--- src/rtl/tick_timer_pkg.sv ---
// Shared clocking package: FSM encoding and tap-select width for the tick timer.
// No logic; no latency or flow-control concerns.
package tick_timer_pkg;
  localparam int SEL_W = 6;

  typedef enum logic [1:0] {
    IDLE = 2'd0,
    RUN  = 2'd1,
    FIN  = 2'd2
  } state_t;
endpackage

--- src/rtl/tick_timer_if.sv ---
// Control/status bundle of the tick timer; master drives taps, select and commands.
// Pure wiring: no latency, no backpressure.
interface tick_timer_if import tick_timer_pkg::*; #(
  parameter int SIZE  = 36,
  parameter int CNT_W = 16
);
  logic [SIZE:0]      CLKS_in;
  logic [SEL_W-1:0]   SEL_in;
  logic [CNT_W-1:0]   LOAD_in;
  logic               START_in;
  logic               STOP_in;
  logic               TICK_out;
  logic               BUSY_out;
  logic               DONE_out;
  logic [CNT_W-1:0]   COUNT_out;

  modport master (
    output CLKS_in, SEL_in, LOAD_in, START_in, STOP_in,
    input  TICK_out, BUSY_out, DONE_out, COUNT_out
  );

  modport slave (
    input  CLKS_in, SEL_in, LOAD_in, START_in, STOP_in,
    output TICK_out, BUSY_out, DONE_out, COUNT_out
  );
endinterface

--- src/rtl/tick_timer_tap_tick.sv ---
// Rising-edge detector on a selectable divider tap; tick lags the tap sample by 2 cycles.
// No backpressure: one-cycle pulse per tap rise, masked for 2 cycles after a select change.
module tap_tick import tick_timer_pkg::*; #(
  parameter int SIZE = 36
) (
  input  logic             CLK_in,
  input  logic             RST_in,
  input  logic [SIZE:0]    CLKS_in,
  input  logic [SEL_W-1:0] SEL_in,
  output logic             TICK_out
);
  logic [SEL_W-1:0] sel_q;
  logic [1:0]       sup_q;
  logic             tap_q;
  logic             prev_q;
  logic             tap_d;
  logic             tick_d;
  logic             sel_chg;

  assign sel_chg = (SEL_in != sel_q);

  // Tap 0 is the clock itself and out-of-range taps read as a flat low line.
  always_comb begin
    tap_d  = 1'b0;
    tick_d = 1'b0;
    if (sel_q != '0 && int'(sel_q) <= SIZE) begin
      tap_d = CLKS_in[sel_q];
    end
    // The two masked cycles cover the edge pair that mixes old- and new-tap samples.
    if (sup_q == 2'd0) begin
      tick_d = (sel_q == '0) ? 1'b1 : (tap_q & ~prev_q);
    end
  end

  always_ff @(posedge CLK_in) begin
    if (RST_in) begin
      sel_q    <= '0;
      sup_q    <= 2'd0;
      tap_q    <= 1'b0;
      prev_q   <= 1'b0;
      TICK_out <= 1'b0;
    end else begin
      sel_q    <= SEL_in;
      tap_q    <= tap_d;
      prev_q   <= tap_q;
      TICK_out <= tick_d;
      if (sel_chg) begin
        sup_q <= 2'd2;
      end else if (sup_q != 2'd0) begin
        sup_q <= sup_q - 2'd1;
      end
    end
  end
endmodule

--- src/rtl/tick_timer.sv ---
// Down-counting tick timer: loads a count, decrements per tap tick, pulses DONE at zero.
// Status outputs are registered-state decodes; commands take effect at the next edge.
module tick_timer import tick_timer_pkg::*; #(
  parameter int SIZE  = 36,
  parameter int CNT_W = 16
) (
  input  logic        CLK_in,
  input  logic        RST_in,
  tick_timer_if.slave bus
);
  state_t           state_q;
  state_t           state_d;
  logic [CNT_W-1:0] cnt_q;
  logic [CNT_W-1:0] cnt_d;
  logic             tick;
  logic             start_go;

  tap_tick #(.SIZE(SIZE)) u_tap_tick (
    .CLK_in   (CLK_in),
    .RST_in   (RST_in),
    .CLKS_in  (bus.CLKS_in),
    .SEL_in   (bus.SEL_in),
    .TICK_out (tick)
  );

  assign start_go = bus.START_in & ~bus.STOP_in;

  always_comb begin
    state_d = state_q;
    cnt_d   = cnt_q;
    case (state_q)
      RUN: begin
        if (bus.STOP_in) begin
          state_d = IDLE;
        end else if (bus.START_in) begin
          if (bus.LOAD_in != '0) cnt_d = bus.LOAD_in;
          else                   state_d = FIN;
        end else if (tick && cnt_q != '0) begin
          cnt_d = cnt_q - CNT_W'(1);
          if (cnt_q == CNT_W'(1)) state_d = FIN;
        end
      end
      IDLE, FIN: begin
        // FIN always falls back to IDLE unless a start chains the next run.
        if (state_q == FIN) begin
          state_d = IDLE;
          cnt_d   = '0;
        end
        if (start_go) begin
          if (bus.LOAD_in != '0) begin
            cnt_d   = bus.LOAD_in;
            state_d = RUN;
          end else begin
            state_d = FIN;
          end
        end
      end
      default: state_d = IDLE;
    endcase
  end

  always_ff @(posedge CLK_in) begin
    if (RST_in) begin
      state_q <= IDLE;
      cnt_q   <= '0;
    end else begin
      state_q <= state_d;
      cnt_q   <= cnt_d;
    end
  end

  assign bus.TICK_out  = tick;
  assign bus.BUSY_out  = (state_q == RUN);
  assign bus.DONE_out  = (state_q == FIN);
  // A zero-load restart can reach FIN with a stale count; FIN always reports zero.
  assign bus.COUNT_out = (state_q == FIN) ? '0 : cnt_q;
endmodule

--- src/flat_wrapper.sv ---
// flat-port wrapper written by rule: the top's interface ports become plain ports
module tick_timer_flat import tick_timer_pkg::*;
#(
  parameter int SIZE  = 36,
  parameter int CNT_W = 16
)
  (CLK_in, RST_in, bus_CLKS_in, bus_SEL_in, bus_LOAD_in, bus_START_in, bus_STOP_in, bus_TICK_out, bus_BUSY_out, bus_DONE_out, bus_COUNT_out);
  tick_timer_if #(.SIZE(SIZE), .CNT_W(CNT_W)) bus_i ();
  input  logic CLK_in;
  input  logic RST_in;
  input wire logic [$bits(bus_i.CLKS_in)-1:0] bus_CLKS_in;
  input wire logic [$bits(bus_i.SEL_in)-1:0] bus_SEL_in;
  input wire logic [$bits(bus_i.LOAD_in)-1:0] bus_LOAD_in;
  input wire logic [$bits(bus_i.START_in)-1:0] bus_START_in;
  input wire logic [$bits(bus_i.STOP_in)-1:0] bus_STOP_in;
  output wire logic [$bits(bus_i.TICK_out)-1:0] bus_TICK_out;
  output wire logic [$bits(bus_i.BUSY_out)-1:0] bus_BUSY_out;
  output wire logic [$bits(bus_i.DONE_out)-1:0] bus_DONE_out;
  output wire logic [$bits(bus_i.COUNT_out)-1:0] bus_COUNT_out;
  assign bus_i.CLKS_in = bus_CLKS_in;
  assign bus_i.SEL_in = bus_SEL_in;
  assign bus_i.LOAD_in = bus_LOAD_in;
  assign bus_i.START_in = bus_START_in;
  assign bus_i.STOP_in = bus_STOP_in;
  assign bus_TICK_out = bus_i.TICK_out;
  assign bus_BUSY_out = bus_i.BUSY_out;
  assign bus_DONE_out = bus_i.DONE_out;
  assign bus_COUNT_out = bus_i.COUNT_out;
  tick_timer #(.SIZE(SIZE), .CNT_W(CNT_W)) u_core (.CLK_in(CLK_in), .RST_in(RST_in), .bus(bus_i));
endmodule
--- config.mk ---
export PLATFORM = sky130hd
export DESIGN_NAME = tick_timer_flat
export DESIGN_NICKNAME = d
export VERILOG_FILES = /design/src/rtl/tick_timer_pkg.sv /design/src/rtl/tick_timer_if.sv /design/src/rtl/tick_timer_tap_tick.sv /design/src/rtl/tick_timer.sv /design/src/flat_wrapper.sv
export SDC_FILE = /design/constraint.sdc
export NUM_CORES = 1
export LEC_CHECK = 0
export BUFFER_PORTS_ARGS = -buffer_cell sky130_fd_sc_hd__buf_2
export CAP_MARGIN = 20
export CORE_MARGIN = 2
export CORE_UTILIZATION = 53
export CTS_BUF_LIST = sky130_fd_sc_hd__clkbuf_4
export DETAILED_ROUTE_END_ITERATION = 16
export PLACE_DENSITY = 0.85
export SLEW_MARGIN = 20
export SYNTH_ARGS = -nofsm -noshare
export SYNTH_HDL_FRONTEND = slang
export SYNTH_SLANG_ARGS = --single-unit
--- constraint.sdc ---
create_clock -name CLK_in -period 2.7 [get_ports CLK_in]
set_input_delay 0.135 -clock CLK_in [delete_from_list [all_inputs] [get_ports CLK_in]]
set_output_delay 0.135 -clock CLK_in [all_outputs]
set_load 0.005 [all_outputs]
Word-level counts from Yosys, hierarchy flattened
Cells that the tools add are included.
{"block": "op_classes", "n_addsub": 2, "multipliers": 0, "div_mod_pow": 0, "magnitude_cmp": 2, "n_eq_ne": 11, "shift": 0, "muxes": 22, "n_bitwise": 6, "reduce_logical": 17}
{"op": "$mux 16", "n": 7}
{"op": "$pmux 16 s2", "n": 1}
{"op": "$reduce_bool 16->1", "n": 2}
{"op": "$mux 2", "n": 10}
{"op": "$eq 16x1->1 const B", "n": 1}
{"op": "$sub 16x1->16 const B", "n": 1}
{"op": "$ne 3x2->1 const B", "n": 3}
{"op": "$ne 4x3->1 const B", "n": 2}
{"op": "$reduce_and 4->1", "n": 2}
{"op": "$reduce_or 2->1", "n": 4}
{"op": "$lt 6x7->1 const B", "n": 1}
{"op": "$bmux 1 s6", "n": 1}
{"op": "$le 6x6->1 const B", "n": 1}
{"op": "$logic_not 6->1", "n": 1}
{"op": "$ne 6x6->1", "n": 1}
{"op": "$reduce_bool 2->1", "n": 3}
{"op": "$reduce_bool 6->1", "n": 1}
{"op": "$logic_not 2->1", "n": 2}
{"op": "$ne 4x4->1 const B", "n": 1}
{"op": "$not 1->1", "n": 4}
{"op": "$pmux 2 s2", "n": 1}
{"op": "$and 1x1->1", "n": 2}
{"op": "$eq 2x1->1 const B", "n": 1}
{"op": "$eq 2x2->1 const B", "n": 1}
{"op": "other kinds (4)", "n": 6}
{"block": "word_totals", "regBits": 29, "latch_bits": 0, "ram_bits": 0, "romBits": 0, "out_inout_bits": 19, "mem_count": 0}

Longest topological paths before layout
{"block": "depth", "word_depth": 6, "ltp_mapped": 8}

Modules after synthesis
A second synthesis with hierarchy kept.
{"block": "unflattened", "hier_cells": 316, "area_unflattened_um2": 2586.2}
{"module": "tick_timer", "n_inst": 1, "cells_each": 247, "area_each_um2": 1811.7}
{"module": "tap_tick", "n_inst": 1, "cells_each": 69, "area_each_um2": 774.5}

Worst setup path before layout
Ideal clock, no wire load.
{"block": "synth_timing", "path_type": "register -> register", "from": "register u_core.cnt_q[0]", "to": "register u_core.cnt_q[14]", "setup_ns": 0.134, "t_arrival_ns": 1.980, "t_required_ns": 2.566, "setup_slack_ns": 0.586, "path_stages_with_launch": 7, "cell_sequence": "dfxtp_1 inv_1 ha_1 or3b_1 or4_4 o41ai_1 a211oi_1"}
{"block": "synth_via", "elab_chain_len": 5}
{"item": "from (decl)", "line": "tick_timer.sv:13", "text": "logic [CNT_W-1:0] cnt_q;"}
{"item": "from (signal assigned)", "line": "tick_timer.sv:68", "text": "cnt_q <= cnt_d;"}
{"item": "$sub 16x1->16", "line": "tick_timer.sv:39", "text": "cnt_d = cnt_q - CNT_W'(1);"}
{"item": "$mux 16", "line": "tick_timer.sv:38", "text": "end else if (tick && cnt_q != '0) begin"}
{"item": "$mux 16", "line": "tick_timer.sv:35", "text": "end else if (bus.START_in) begin"}
{"item": "$mux 16", "line": "tick_timer.sv:33", "text": "if (bus.STOP_in) begin"}
{"item": "$pmux 16 s2", "line": "tick_timer.sv:31", "text": "case (state_q)"}
Several ways; a longest one is shown, not always the timed one. The select of a mux whose other input is x is not followed.
A chain may end at the register's enable or synchronous reset.

Final worst setup path
{"block": "layout_timing", "from": "register u_core.cnt_q[0]", "to": "register u_core.cnt_q[15]"}
Same word-level chain as after synthesis.

==> impl_results.md <==
- Outcome: completed
- Seq/Total Area, Yosys: 23.2%
- Nets: 460
- Hold path cells: 2
- Clock share of power: 22.9%
- Largest delay share family, worst path: compound AO/OA/AOI/OAI gates
- Clk_skew: 25.3 ps
- RSZ-0062 raised after global routing: no
- Layout Cells excl Fill: 450
- Setup tns final: 0 ps
- Max Clock Freq: 414 MHz
- Worst slew pin tran: 771 ps
- Boundary Pins: 82
- Reg2reg path depth: 8
- Startpoint class of the critical path: register
- Starting density of the core: 54.1%
- Crit path buf inv count: 2
- # fillers: 403
- Distinct cells, synth: 68
- Chip Width: 72.8 um
- Max transition margin: 48.5%
- CTS buffer count: 5
- Worst-skew pair later-pin latency: 350 ps
- Reg clk slew, reported paths: 110 ps
- RR Endpoint: u_core.cnt_q[15]
- Row cnt: 25
- Synth async-reset ratio: 0%
- # H-tree levels: 2
- Setup-failing EPs final: 0
- Seq cells post-synth: 29
- Detailed Place HPWL: 5890 um
- Most frequent cells in the layout: 80 x buf_2, 29 x dfxtp_1, 27 x nand2_1, 26 x nor2_1
- Crit path max-delay cell type: a221oi_2
- Final hold viol count: 0
- Syn Std Cell Area: 2510 um^2
- Register area: 581 um^2
- Largest net degree at the start of global routing: 34
- CTS resizes: 0
- Cells after Synth: 323
- Crit path time final: 2410 ps
- TritonCTS clock tree: done
- Main synth FF type: dfxtp_1
- Gate power share: 32.7%
- Antenna Cells: 0
- EDFF count, synth: 0
- Critical path type: reg -> reg
- Metal-1 WL: 3350 um
- Vias post-DR: 2960
- Worst Path Required: 2940 ps
- Endpoint type of the worst setup path: register
- Synthesized Nets: 388
- Clock Tree Buf Depth: 2
- Highest metal used: met4
- Sw frac: 35.8%
- TritonRoute pass-1 iters: 6
- Vias in the first global route: 2834
- Area Overhead vs Synth: 19.6%
- Slew Viols, Final: 0
- Hold Path Origin: bus_SEL_in[3]
- Worst Hold End: u_core.u_tap_tick.sel_q[3]
- Via/cell ratio: 6.58
- Worst-case vdd ir drop: 229 uV
- IO buf count: 80
- DIE AREA: 5290 um^2
- Initial DRC Count: 445
- DRT Wirelength: 8000 um
- Clock root buffer: clkbuf_4
- CP max stage delay: 460 ps
- Crit path DAT: 2650 ps
- Chip height: 72.8 um
- Reg power frac: 44.3%
- Most common cell after layout, fill and taps aside: buf_2
- Switching power: 409 uW
- Layout cell share with drive strength beyond 1: 28.3%
- Tot GR Track Use: 32.0%
- Pwr Density: 381 nW/um^2
- Initial antenna violation count: 0
- First-pass GRT wire length: 13300 um
- Max-cap violations: 0
- Post-CTS Setup Bufs: 0
- Area of the multi-input gates: 1770 um^2
- Total global routing overflow: 0
- Met3 wire len: 796 um
- Routability cong.: 1.03
- WHS: 13.9 ps
- Crit Path Max Fanout: 8
- Met2 WL: 3710 um
- DR WL/cell: 17.8 um
- Inst Count DP: 442
- CTS Hold Bufs: 0
- Clk sinks: 29
- Syn Area/Cell: 7.76 um^2
- Int Pwr: 733 uW
- R2R Setup Slk: 290 ps
- Core area: 4630 um^2
- DRT antenna net count: 0
- Worst Hold Class: in -> reg
- DRC viols: 0
- YS warnings: 0
- Leak Pwr: 1.24 nW
- Reg-to-Reg Start: u_core.cnt_q[0]
- CP Cell Sequence: inv_1 > ha_1 > nor4b_1 > nand4_1 > a221oi_2 > buf_4 > a211oi_1 > o31ai_1
- Period utilization: 89.4%
==> cells by family after synthesis <==
| group | after synthesis | synth area share, % |
|---|---|---|
| adders and majority gates | 2 | 0.998 |
| DFF | 29 | 23.2 |
| xor gates and xnor gates | 11 | 3.84 |
| and+or+nand+nor | 139 | 30.2 |
| buffers and inverters | 38 | 6.29 |
| AOI/OAI and AO/OA | 88 | 26.6 |
| muxes | 16 | 8.94 |
==> worst max path at each step <==
stage	startpoint	to	slack, ps	depth (start not counted)
6_report	u_core.cnt_q[0]	u_core.cnt_q[15]	290	8
5_1_grt	u_core.cnt_q[0]	u_core.cnt_q[15]	100	8
4_1_cts	u_core.cnt_q[0]	u_core.cnt_q[15]	370	8
3_5_place_dp	u_core.cnt_q[0]	u_core.cnt_q[1]	410	7
3_3_place_gp	u_core.cnt_q[0]	u_core.cnt_q[14]	510	6
2_1_floorplan	u_core.cnt_q[0]	u_core.cnt_q[14]	590	6
==> layout make-up <==
class                      count  share of cell area, %
sequential                    29                   19.4
inverter                      11                   1.38
timing repair buffer          92                   16.4
multi-input combinational    256                   59.0
tap                           54                   2.25
clock buffer                   5                   1.25
clock inverter                 3                  0.417
==> metal layers <==
layer  vias up  track usage, %
li1       1372               -
met1      1370            43.2
met2       197            49.4
met3        21            7.73
met4         0            12.1
met5         -               0
==> cells in the mapped netlist, types with 2 or more instances <==
cell / count / area [um^2]
a41oi_1: 2 / 17.5
nand2_1: 27 / 101
o311ai_1: 2 / 17.5
nand2b_1: 7 / 43.8
nor3_1: 8 / 40.0
o2111ai_1: 3 / 26.3
a311oi_1: 3 / 26.3
xor2_1: 2 / 17.5
buf_2: 3 / 15.0
nor4_1: 13 / 81.3
a211oi_1: 5 / 37.5
a32oi_1: 2 / 17.5
clkbuf_1: 19 / 71.3
nor2_1: 26 / 97.6
o21ai_0: 11 / 55.1
or3_1: 3 / 18.8
mux4_2: 5 / 113
a2111oi_0: 3 / 26.3
a22o_1: 2 / 17.5
o221ai_1: 2 / 17.5
nor2b_1: 11 / 68.8
o211ai_1: 6 / 45.0
ha_1: 2 / 25.0
xnor2_1: 9 / 78.8
o32ai_1: 3 / 26.3
nor3b_1: 3 / 22.5
buf_1: 3 / 11.3
o311a_1: 3 / 30.0
a31oi_1: 5 / 31.3
a21oi_1: 11 / 55.1
o22ai_1: 2 / 12.5
dfxtp_1: 29 / 581
nand4_1: 4 / 25.0
and3_1: 4 / 25.0
a311o_1: 2 / 20.0
and2_1: 13 / 81.3
nand3_1: 8 / 40.0
o31ai_1: 5 / 37.5
a22oi_1: 3 / 22.5
inv_1: 10 / 37.5
nand3b_1: 3 / 22.5
mux2i_1: 10 / 100
==> sequential cells by signal (all words and copies together) (netlist names) <==
register                    count
u_core.u_tap_tick.prev_q        1
u_core.u_tap_tick.sup_q         2
u_core.u_tap_tick.tap_q         1
u_core.u_tap_tick.sel_q         6
u_core.state_q                  2
u_core.cnt_q                   16
u_core.u_tap_tick.TICK_out      1
==> power groups by stage <==
stage / combinational (mW) / sequential, mW / clock, mW
2_1_floorplan: 0.261 / 0.481 / 0
6_report: 0.374 / 0.506 / 0.262
5_1_grt: 0.410 / 0.511 / 0.286
3_3_place_gp: 0.356 / 0.510 / 0
3_5_place_dp: 0.364 / 0.512 / 0
4_1_cts: 0.367 / 0.503 / 0.259
==> through the flow <==
stage                     setup WS (ps)  cell area (um^2)  util, %  total power [mW]
after CTS                           371              3000     64.8              1.13
after floorplan                     586              2510        -             0.742
after global routing               97.7              3000     64.8              1.21
after global placement              506              2950     63.7             0.866
final                               287              3000     64.8              1.14
after detailed placement            415              2950     63.7             0.877
No activity file was read; power rests on OpenSTA's default activity.
